File: src/rtl/uart_tx_fifo.sv
// uart_tx_fifo: byte FIFO feeding an 8N1 UART transmitter.
// The FIFO accepts bytes on wr_en while not full and reports overflow as a
// one-cycle pulse. The transmit FSM pops the head byte whenever the FIFO is
// non-empty and sends start/data/stop bits at CLKS_PER_BIT clocks per bit.
// All outputs, including the serial line, come straight from registers.
module uart_tx_fifo #(
   parameter int unsigned CLKS_PER_BIT = 5208,
   parameter int unsigned DEPTH        = 4
) (
   input  logic                      clk,
   input  logic                      rst,
   input  logic                      wr_en,
   input  logic [7:0]                wr_data,
   output logic                      tx,
   output logic                      full,
   output logic                      empty,
   output logic [$clog2(DEPTH):0]    count,
   output logic                      busy,
   output logic                      tx_done,
   output logic                      ovf
);

   localparam int unsigned AW        = $clog2(DEPTH);
   localparam int unsigned CW        = AW + 1;
   localparam logic [15:0] BAUD_LAST = 16'(CLKS_PER_BIT - 1);
   localparam logic [CW-1:0] CNT_FULL = CW'(DEPTH);

   typedef enum logic [1:0] {
      IDLE  = 2'd0,
      START = 2'd1,
      DATA  = 2'd2,
      STOP  = 2'd3
   } state_t;

   // FIFO storage and bookkeeping
   logic [7:0]    mem_r [DEPTH];
   logic [AW-1:0] wr_ptr_r;
   logic [AW-1:0] rd_ptr_r;
   logic [CW-1:0] count_r;
   logic          full_r;
   logic          empty_r;
   logic          ovf_r;

   // Transmitter state
   state_t        state_r;
   logic [15:0]   baud_r;
   logic [2:0]    bit_r;
   logic [7:0]    shift_r;
   logic          tx_r;
   logic          busy_r;
   logic          done_pend_r;
   logic          tx_done_r;

   // Combinational helpers
   logic          baud_last_s;
   logic          push_s;
   logic          pop_s;
   logic [7:0]    head_s;
   logic [CW-1:0] count_next_s;

   // Decode push/pop requests, the head byte and the next occupancy.
   always_comb begin
      baud_last_s  = (baud_r == BAUD_LAST);
      push_s       = wr_en & ~full_r;
      pop_s        = 1'b0;
      head_s       = mem_r[rd_ptr_r];
      count_next_s = count_r;
      if (!empty_r) begin
         if (state_r == IDLE) begin
            pop_s = 1'b1;
         end else if ((state_r == STOP) && baud_last_s) begin
            pop_s = 1'b1;
         end else begin
            pop_s = 1'b0;
         end
      end else begin
         pop_s = 1'b0;
      end
      case ({push_s, pop_s})
         2'b10:   count_next_s = count_r + CW'(1);
         2'b01:   count_next_s = count_r - CW'(1);
         default: count_next_s = count_r;
      endcase
   end

   // Store accepted bytes; contents need no reset since pointers gate reads.
   always_ff @(posedge clk) begin
      if (!rst && push_s) begin
         mem_r[wr_ptr_r] <= wr_data;
      end
   end

   // FIFO pointers, occupancy flags and the overflow pulse.
   always_ff @(posedge clk) begin
      if (rst) begin
         wr_ptr_r <= {AW{1'b0}};
         rd_ptr_r <= {AW{1'b0}};
         count_r  <= {CW{1'b0}};
         full_r   <= 1'b0;
         empty_r  <= 1'b1;
         ovf_r    <= 1'b0;
      end else begin
         if (push_s) begin
            wr_ptr_r <= wr_ptr_r + AW'(1);
         end
         if (pop_s) begin
            rd_ptr_r <= rd_ptr_r + AW'(1);
         end
         count_r <= count_next_s;
         full_r  <= (count_next_s == CNT_FULL);
         empty_r <= (count_next_s == {CW{1'b0}});
         ovf_r   <= wr_en & full_r;
      end
   end

   // Transmit FSM; tx is re-registered from the current state so the line
   // trails the FSM by one clock, and tx_done is delayed to match it.
   always_ff @(posedge clk) begin
      if (rst) begin
         state_r     <= IDLE;
         baud_r      <= 16'd0;
         bit_r       <= 3'd0;
         shift_r     <= 8'd0;
         tx_r        <= 1'b1;
         busy_r      <= 1'b0;
         done_pend_r <= 1'b0;
         tx_done_r   <= 1'b0;
      end else begin
         done_pend_r <= 1'b0;
         tx_done_r   <= done_pend_r;

         case (state_r)
            IDLE:    tx_r <= 1'b1;
            START:   tx_r <= 1'b0;
            DATA:    tx_r <= shift_r[0];
            STOP:    tx_r <= 1'b1;
            default: tx_r <= 1'b1;
         endcase

         case (state_r)
            IDLE: begin
               if (pop_s) begin
                  shift_r <= head_s;
                  baud_r  <= 16'd0;
                  bit_r   <= 3'd0;
                  state_r <= START;
                  busy_r  <= 1'b1;
               end else begin
                  busy_r  <= 1'b0;
               end
            end
            START: begin
               if (baud_last_s) begin
                  baud_r  <= 16'd0;
                  state_r <= DATA;
               end else begin
                  baud_r  <= baud_r + 16'd1;
               end
            end
            DATA: begin
               if (baud_last_s) begin
                  baud_r  <= 16'd0;
                  shift_r <= {1'b0, shift_r[7:1]};
                  if (bit_r == 3'd7) begin
                     state_r <= STOP;
                  end else begin
                     bit_r   <= bit_r + 3'd1;
                  end
               end else begin
                  baud_r  <= baud_r + 16'd1;
               end
            end
            STOP: begin
               if (baud_last_s) begin
                  baud_r      <= 16'd0;
                  done_pend_r <= 1'b1;
                  if (pop_s) begin
                     shift_r <= head_s;
                     bit_r   <= 3'd0;
                     state_r <= START;
                     busy_r  <= 1'b1;
                  end else begin
                     state_r <= IDLE;
                     busy_r  <= 1'b0;
                  end
               end else begin
                  baud_r <= baud_r + 16'd1;
               end
            end
            default: begin
               state_r <= IDLE;
               baud_r  <= 16'd0;
               bit_r   <= 3'd0;
               busy_r  <= 1'b0;
            end
         endcase
      end
   end

   assign tx      = tx_r;
   assign full    = full_r;
   assign empty   = empty_r;
   assign count   = count_r;
   assign busy    = busy_r;
   assign tx_done = tx_done_r;
   assign ovf     = ovf_r;

endmodule

File: config.mk
export PLATFORM = sky130hd
export DESIGN_NAME = uart_tx_fifo
export DESIGN_NICKNAME = d
export VERILOG_FILES = /design/src/rtl/uart_tx_fifo.sv
export SDC_FILE = /design/constraint.sdc
export NUM_CORES = 1
export LEC_CHECK = 0
export BUFFER_PORTS_ARGS = -buffer_cell sky130_fd_sc_hd__buf_2
export CAP_MARGIN = 40
export CORE_ASPECT_RATIO = 1.4
export CORE_UTILIZATION = 59
export DETAILED_ROUTE_END_ITERATION = 8
export PLACE_DENSITY = 0.81
export SYNTH_ARGS = -nofsm -noshare
export SYNTH_HDL_FRONTEND = slang
export SYNTH_SLANG_ARGS = --single-unit
File: constraint.sdc
create_clock -name clk -period 3.3 [get_ports clk]
set_input_delay 0.66 -clock clk [delete_from_list [all_inputs] [get_ports clk]]
set_output_delay 0.66 -clock clk [all_outputs]
set_load 0.01 [all_outputs]
==> results.cfg, run 1 <==
[synthesis]
synth_edf_count = 32
netlist-cell-type-count = 46
synthCells = 290
synth.area.top_cells = edfxtp_1, dfxtp_1, ha_1, mux4_2, xnor2_1
yosysTopAreaCell = edfxtp_1
netlist_area_mm2 = 0.00343
ys_warn_count = 0
ys.flop_type = dfxtp_1
yosysSeqAreaShare_pct = 54.3
synth_nets = 316
async_flop_share_pct = 0
yosysTopAreaCellShare_pct = 28.0
syn_avg_cell_area_um2 = 11.8
ys_ff_latch = 77

[timing]
slew_viol_final = 0
rsz0062_at_grt = false
period_needed_ns = 3.06
max_freq_ghz = 0.327
hold_viol = 0
period_share_pct = 92.6
relSlewSlack_pct = 56.2
finClkSkew_ns = 0.00854
worst_slew_pin_slew_ns = 0.657
finalSetupViolations = 0
tns_ns = 0

[worst_setup_path]
r2r_setup_slack_ns = 0.24
criticalPathCategory = flip-flop to flip-flop
critPathMaxFanout = 6
arrival_ns = 3.33
rr_startpoint = state_r[0]
critPathLaunchType = flip-flop
reg2reg_depth = 9
reg2reg_to = empty
startpoint = state_r[0]
cp.required_ns = 3.58
setup.worst_path.end_class = flip-flop

[global_routing]
overflow = 0
grtUsageTotal_pct = 22.1
grt_max_degree = 28
grt_pass1_vias = 2145
antenna_found_initial = 0
grt_pass1_wl_mm = 9.85

[power_and_ir_drop]
ir_worst_vdd_mv = 0.516
p_leak_nw = 1.34
power.density_mw_per_mm2 = 742
p_total_w = 0.00278

[cells_and_area]
layout_commonest_cell = dfxtp_1
utilization_pct = 67.4
areaGrowthSynthToFinish_pct = 9.34
fillers = 434
fin_nets = 337
diodes = 0
final_area_mm2 = 0.00375
instances_no_fill = 384
drive_gt1_share_pct = 17.1
final_cell_mix = dfxtp_1, edfxtp_1, nor2_1

[placement]
port_buffers = 19
place_area_mm2 = 0.00353
place_hpwl_mm = 4.21
gp_congestion = 0.799
placed_cells = 368

[floorplan]
die_h_um = 92.2
core_mm2 = 0.00557
start_util_pct = 61.6
io_pins = 20
die_w_um = 66.4
rows = 32
fp.dieArea_mm2 = 0.00613

[job]
drv_cap = 0

[clock_network]
root_buffer = clkbuf_8
numCtsBuffers = 9
hold_buffers = 0
htreeDepth = 3
clk_latency_ns = 0.34
cts.sinks = 77
clk_pin_slew_worst_paths_ns = 0.08
clockBufferDepth = 2
tritoncts = done

[route]
drtIter0Drc = 119
num_vias = 2214
wirelength_mm = 5.97
ant_nets = 0
dr.pass1.iters = 4
routed_via_density = 5.77
route.detailed.drc = 0
avgRoutedWirePerCell_um = 15.5

[worst_hold_path]
hold_end = tx_done
hold_start = done_pend_r
holdPathStages = 1
min-delay-path-class = flip-flop to flip-flop

[run_status]
status = completed
==> registers in the layout, indices dropped and copies added (netlist names), named ones only <==
name / cells
mem_r: 32
baud_r: 16
shift_r: 8
bit_r: 3
count: 3
rd_ptr_r: 2
state_r: 2
wr_ptr_r: 2
busy: 1
done_pend_r: 1
empty: 1
full: 1
ovf: 1
tx: 1
tx_done: 1
==> per-stage QoR <==
step | setup WS, ns | hold WS, ns
floorplan | 0.398 | 0.414
global placement | 0.296 | 0.435
CTS | 0.167 | 0.449
global route | 0.0562 | 0.462
detailed placement | 0.170 | 0.429
finish | 0.243 | 0.444
==> cells by family after synthesis <==
kind of cell | synth area share (%)
buffers and inverters | 4.27
flip-flops | 54.3
multiplexers | 7.99
AO/OA/AOI/OAI | 8.57
adder cells (fa/ha/maj) | 5.69
XOR/XNOR | 4.85
AND/OR/NAND/NOR | 14.4
==> report_power, final <==
group | switching, W | internal, W | leakage [nW]
logic | 0.000438 | 0.000348 | 0.587
clock network | 0.000336 | 0.000425 | 0.100
registers | 0.000113 | 0.00112 | 0.657
total | 0.000886 | 0.00190 | 1.34
==> Yosys cell counts, types with 5 or more instances <==
master and number:
dfxtp_1 45, edfxtp_1 32, nor2_1 28, nand2_1 18
ha_1 14, xnor2_1 14, a21oi_1 12, inv_1 12
a211o_1 9, mux2i_1 9, o21ai_0 9, mux4_2 7
nand3_1 7, and3_1 6, nor4_1 6, a31oi_1 5
clkbuf_1 5, xor2_1 5
==> layout make-up <==
cell class	instances	area (um2)	share of cell area [%]
timing repair buffer	22	118	3.14
multi-input combinational	189	1430	38.0
tap	68	85.1	2.27
clock buffer	10	128	3.40
sequential	77	1860	49.6
clock inverter	6	87.6	2.33
inverter	12	45.0	1.20
==> per-layer routing <==
layer | track usage (%) | vias to the layer above | routed length [um]
li1 | - | 1102 | -
met1 | 24.2 | 1081 | 2470
met2 | 39.4 | 25 | 3290
met3 | 6.47 | 6 | 126
met4 | 8.16 | 0 | 73
met5 | 0 | - | 0
==> worst max-delay path by stage <==
stage                     cells past startpoint  endpoint  slack, ns
after global placement                        9     empty       0.30
after global routing                          9     empty       0.06
after floorplan                               9     empty       0.40
final                                         9     empty       0.24
after CTS                                     9     empty       0.17
after detailed placement                      9     empty       0.17
==> timing repair <==
| item | 4_1_cts | 5_1_grt |
|---|---|---|
| buffers inserted | 0 | 0 |
| endpoints found under the hold margin | 0 | 0 |
| gates resized for setup | 0 | 1 |
| setup endpoints to repair | 0 | 2 |
==> critical path, cell delays in order (launching register included) <==
cell	delay, ns
dfxtp_1	0.42
ha_1	0.24
or4bb_2	0.61
or4_4	0.47
a21oi_2	0.21
ha_1	0.24
fa_1	0.45
nor2_1	0.11
a21oi_1	0.08
a21oi_1	0.15
Note: power is estimated with default switching activity, not from simulation.
==> run 2, diff against run 1 <==
--- a/config.mk
+++ b/config.mk
@@ -10,6 +10,7 @@
 export CORE_ASPECT_RATIO = 1.4
 export CORE_UTILIZATION = 59
 export DETAILED_ROUTE_END_ITERATION = 8
+export GPL_TIMING_DRIVEN = 0
 export PLACE_DENSITY = 0.81
 export SYNTH_ARGS = -nofsm -noshare
 export SYNTH_HDL_FRONTEND = slang
==> results.cfg, run 2 (synthesized netlist as in run 1, its figures left out) <==
[run_status]
status = completed

[worst_hold_path]
min-delay-path-class = flip-flop to flip-flop

[floorplan]
core_mm2 = 0.00557
io_pins = 20
fp.dieArea_mm2 = 0.00613
rows = 32
die_h_um = 92.2
die_w_um = 66.4
start_util_pct = 61.6

[global_routing]
overflow = 0
grt_pass1_vias = 2274
grtUsageTotal_pct = 23.5
grt_max_degree = 15
grt_pass1_wl_mm = 10.3
antenna_found_initial = 0

[timing]
period_share_pct = 93.8
max_freq_ghz = 0.323
hold_viol = 0
rsz0062_at_grt = false
finalSetupViolations = 0
relSlewSlack_pct = 63.9
finClkSkew_ns = 0.00914
worst_slew_pin_slew_ns = 0.542
period_needed_ns = 3.09
tns_ns = 0
slew_viol_final = 0

[placement]
place_area_mm2 = 0.00361
port_buffers = 18
place_hpwl_mm = 4.40
gp_congestion = 0.811

[power_and_ir_drop]
swShare_pct = 32.3
comb_power_share_pct = 30.1
pwr-share-seq_pct = 42.3
p_leak_nw = 1.38
power.density_mw_per_mm2 = 748
switchingPower_w = 0.000926
ir_worst_vdd_mv = 0.522
p_clk_share_pct = 27.6
p_int_w = 0.00194

[cells_and_area]
diodes = 0
largest_register_ffs = 32
final_area_mm2 = 0.00383
biggestRegsByFlops = mem_r x32, baud_r x16, shift_r x8
fillers = 399
drive_gt1_share_pct = 18.2
areaGrowthSynthToFinish_pct = 11.7
multi_input_area_mm2 = 0.00143
final_cell_mix = dfxtp_1, edfxtp_1, nor2_1
fin_nets = 345
largest_register = mem_r
layout.area.seq_mm2 = 0.00186
layout_commonest_cell = dfxtp_1

[route]
routed_via_density = 5.78
ant_nets = 0
dr.pass1.iters = 5
wirelength_mm = 6.27
num_vias = 2265
drtIter0Drc = 83
route.detailed.drc = 0
avgRoutedWirePerCell_um = 16.0

[worst_setup_path]
critPathLaunchType = flip-flop
critPathMaxFanout = 6
crit_chain = ha_1 > or4bb_2 > or4_4 > a21oi_2 > ha_1 > fa_1 > nor2_1 > a21oi_1 > a21oi_1
slowest_delay_ns = 0.61
criticalPathCategory = flip-flop to flip-flop
setup.worst_path.end_class = flip-flop
critPathBufInv = 0
critPathTopFamily = simple AND/OR/NAND/NOR gates
arrival_ns = 3.38
cp.required_ns = 3.59
cpMaxStageDelayCell = or4bb_2

[job]
drv_cap = 0

[clock_network]
numCtsBuffers = 9
clockBufferDepth = 2
htreeDepth = 3
clk_pin_slew_worst_paths_ns = 0.08
root_buffer = clkbuf_8
cts.sinks = 77
tritoncts = done
clk_latency_ns = 0.36
## run 2: cell types whose count changed in the layout (fill, tap and decap cells not counted), sizes merged
cell | previous run | this run
inv | 12 | 13
buf | 22 | 21
clkbuf | 10 | 18
## run 2: worst paths after layout
path                from  slack [ns]       to  cells after the start
max reg2reg   state_r[0]        0.21    empty                      9
min          done_pend_r        0.45  tx_done                      1
min reg2reg  done_pend_r        0.45  tx_done                      1
max           state_r[0]        0.21    empty                      9
## run 2: metrics by stage
step | total power, W | setup slack [ns] | hold WS, ns | utilization [%] | instances
after floorplan | 0.00188 | 0.398 | 0.414 | - | 290
after global placement | 0.00205 | 0.185 | 0.436 | 64.8 | 376
after detailed placement | 0.00208 | 0.163 | 0.445 | 64.8 | 376
after CTS | 0.00288 | 0.129 | 0.457 | 68.8 | 392
after global routing | 0.00303 | 0.0381 | 0.479 | 68.9 | 392
final | 0.00287 | 0.205 | 0.453 | 68.9 | 392
## run 2: what timing repair did
item / CTS / global route
resized for setup: 0 / 1
setup endpoints to repair: 0 / 1
buffers inserted: 0 / 0
hold buffers: 0 / 0
## run 2: cell type report
cell class / instances / area share, %
sequential: 77 / 48.6
multi-input combinational: 189 / 37.2
clock buffer: 9 / 3.23
buffer: 12 / 2.64
clock inverter: 7 / 2.58
timing repair buffer: 18 / 2.35
tap: 68 / 2.22
inverter: 12 / 1.18
## run 2: routing by layer
layer	GRT usage, %	wire length (um)	vias up
met1	24.2	2560	1102
met3	6.97	150	12
met4	11.9	147	0
met5	0	0	-
met2	41.7	3410	38
li1	-	-	1113
## run 2: power groups by stage
stage | sequential, W | clock [W] | combinational [W]
3_5_place_dp | 0.00123 | 0 | 0.000848
5_1_grt | 0.00123 | 0.000840 | 0.000956
3_3_place_gp | 0.00122 | 0 | 0.000823
4_1_cts | 0.00121 | 0.000807 | 0.000863
6_report | 0.00121 | 0.000792 | 0.000862
2_1_floorplan | 0.00123 | 0 | 0.000646
==> run 3, diff against run 2 <==
--- a/config.mk
+++ b/config.mk
@@ -11,6 +11,7 @@
 export CORE_UTILIZATION = 59
 export DETAILED_ROUTE_END_ITERATION = 8
 export GPL_TIMING_DRIVEN = 0
+export MAX_ROUTING_LAYER = met4
 export PLACE_DENSITY = 0.81
 export SYNTH_ARGS = -nofsm -noshare
 export SYNTH_HDL_FRONTEND = slang
==> results.cfg, run 3 (synthesized netlist as in run 1, its figures left out) <==
[run_status]
status = completed

[timing]
hold_ws_ns = 0.453
hold_viol = 0
period_share_pct = 93.8
worst_slew_pin_slew_ns = 0.544
tns_ns = 0
slew_viol_final = 0
rsz0062_at_grt = false
max_freq_ghz = 0.323
finalSetupViolations = 0
period_needed_ns = 3.10
finClkSkew_ns = 0.00564
relSlewSlack_pct = 63.8

[worst_setup_path]
critPathMaxFanout = 6
critPathLaunchType = flip-flop
criticalPathCategory = flip-flop to flip-flop
setup.worst_path.end_class = flip-flop
cp.required_ns = 3.58
slowest_delay_ns = 0.61
crit_chain = ha_1 > or4bb_2 > or4_4 > a21oi_2 > ha_1 > fa_1 > nor2_1 > a21oi_1 > a21oi_1
rr_startpoint = state_r[0]
cpMaxStageDelayCell = or4bb_2
startpoint = state_r[0]
arrival_ns = 3.38

[placement]
port_buffers = 18
gp_congestion = 0.823
place_hpwl_mm = 4.40
place_area_mm2 = 0.00361

[floorplan]
rows = 32
fp.dieArea_mm2 = 0.00613
start_util_pct = 61.6
die_h_um = 92.2
io_pins = 20
core_mm2 = 0.00557
die_w_um = 66.4

[route]
num_vias = 2244
routed_via_density = 5.72
dr.pass1.iters = 4
ant_nets = 0
drtIter0Drc = 79
avgRoutedWirePerCell_um = 15.9
wirelength_mm = 6.24
route.detailed.drc = 0

[worst_hold_path]
min-delay-path-class = flip-flop to flip-flop
hold_start = done_pend_r

[power_and_ir_drop]
ir_worst_vdd_mv = 0.526
power.density_mw_per_mm2 = 747
p_leak_nw = 1.38

[clock_network]
clockBufferDepth = 2
numCtsBuffers = 9
clk_latency_ns = 0.35
clk_pin_slew_worst_paths_ns = 0.08
tritoncts = done
root_buffer = clkbuf_8
htreeDepth = 3
post_cts_buffers = 0
cts.sinks = 77
hold_buffers = 0

[job]
drv_cap = 0

[cells_and_area]
multi_input_area_mm2 = 0.00143
fillers = 399
diodes = 0
largest_register = mem_r
layout.area.seq_mm2 = 0.00186
final_cell_mix = dfxtp_1, edfxtp_1, nor2_1
largest_register_ffs = 32
layout_commonest_cell = dfxtp_1
final_area_mm2 = 0.00383
areaGrowthSynthToFinish_pct = 11.7
fin_nets = 345
biggestRegsByFlops = mem_r x32, baud_r x16, shift_r x8
drive_gt1_share_pct = 18.2

[global_routing]
overflow = 0
grt_pass1_vias = 2287
antenna_found_initial = 0
grt_pass1_wl_mm = 10.3
grtUsageTotal_pct = 24.1
grt_max_degree = 15
[run 3: cell counts in the layout (fill, tap and decap cells not counted)]
Identical to the previous run, type by type.
[run 3: layer usage]
layer | part of all wire [%] | GRT usage, %
met1 | 40 | 24.0
met2 | 55 | 41.8
met3 | 2.5 | 6.59
met4 | 1.9 | 12.4
met5 | 0 | -
[run 3: report_power, final]
part | switching [W] | internal, W | total (W)
logic | 0.000475 | 0.000386 | 0.000861
clock network | 0.000361 | 0.000429 | 0.000790
registers | 0.0000869 | 0.00112 | 0.00121
total | 0.000923 | 0.00194 | 0.00286
[run 3: worst paths after layout]
path / end / slack (ns) / depth (start not counted)
setup / recovery: empty / 0.20 / 9
setup reg to reg: empty / 0.20 / 9
hold reg to reg: tx_done / 0.45 / 1
hold / removal: tx_done / 0.45 / 1
[run 3: layout make-up]
cell class                      instances  area share, %
Inverter                               12           1.18
Clock inverter                          7           2.58
Sequential cell                        77           48.6
Multi-Input combinational cell        189           37.2
Buffer                                 12           2.64
Clock buffer                            9           3.23
Tap cell                               68           2.22
Timing Repair Buffer                   18           2.35
[run 3: what timing repair did]
action | CTS | global route
resized for setup | 0 | 1
endpoints found under the hold margin | 0 | 0
endpoints found under the setup margin | 0 | 1
[run 3: metrics by stage]
| stage | util, % | total power [W] | std cells | setup slack (ns) |
|---|---|---|---|---|
| floorplan | - | 0.00188 | 290 | 0.398 |
| global placement | 64.8 | 0.00205 | 376 | 0.185 |
| detailed placement | 64.8 | 0.00208 | 376 | 0.163 |
| CTS | 68.8 | 0.00288 | 392 | 0.129 |
| global route | 68.9 | 0.00302 | 392 | 0.0382 |
| finish | 68.9 | 0.00286 | 392 | 0.203 |
[run 3: critical path, delay by kind of cell (launching register included)]
family	cells	cell delay, ns
simple gates	3	1.21
fa+ha+maj	3	0.93
compound gates	3	0.44
flops	1	0.44
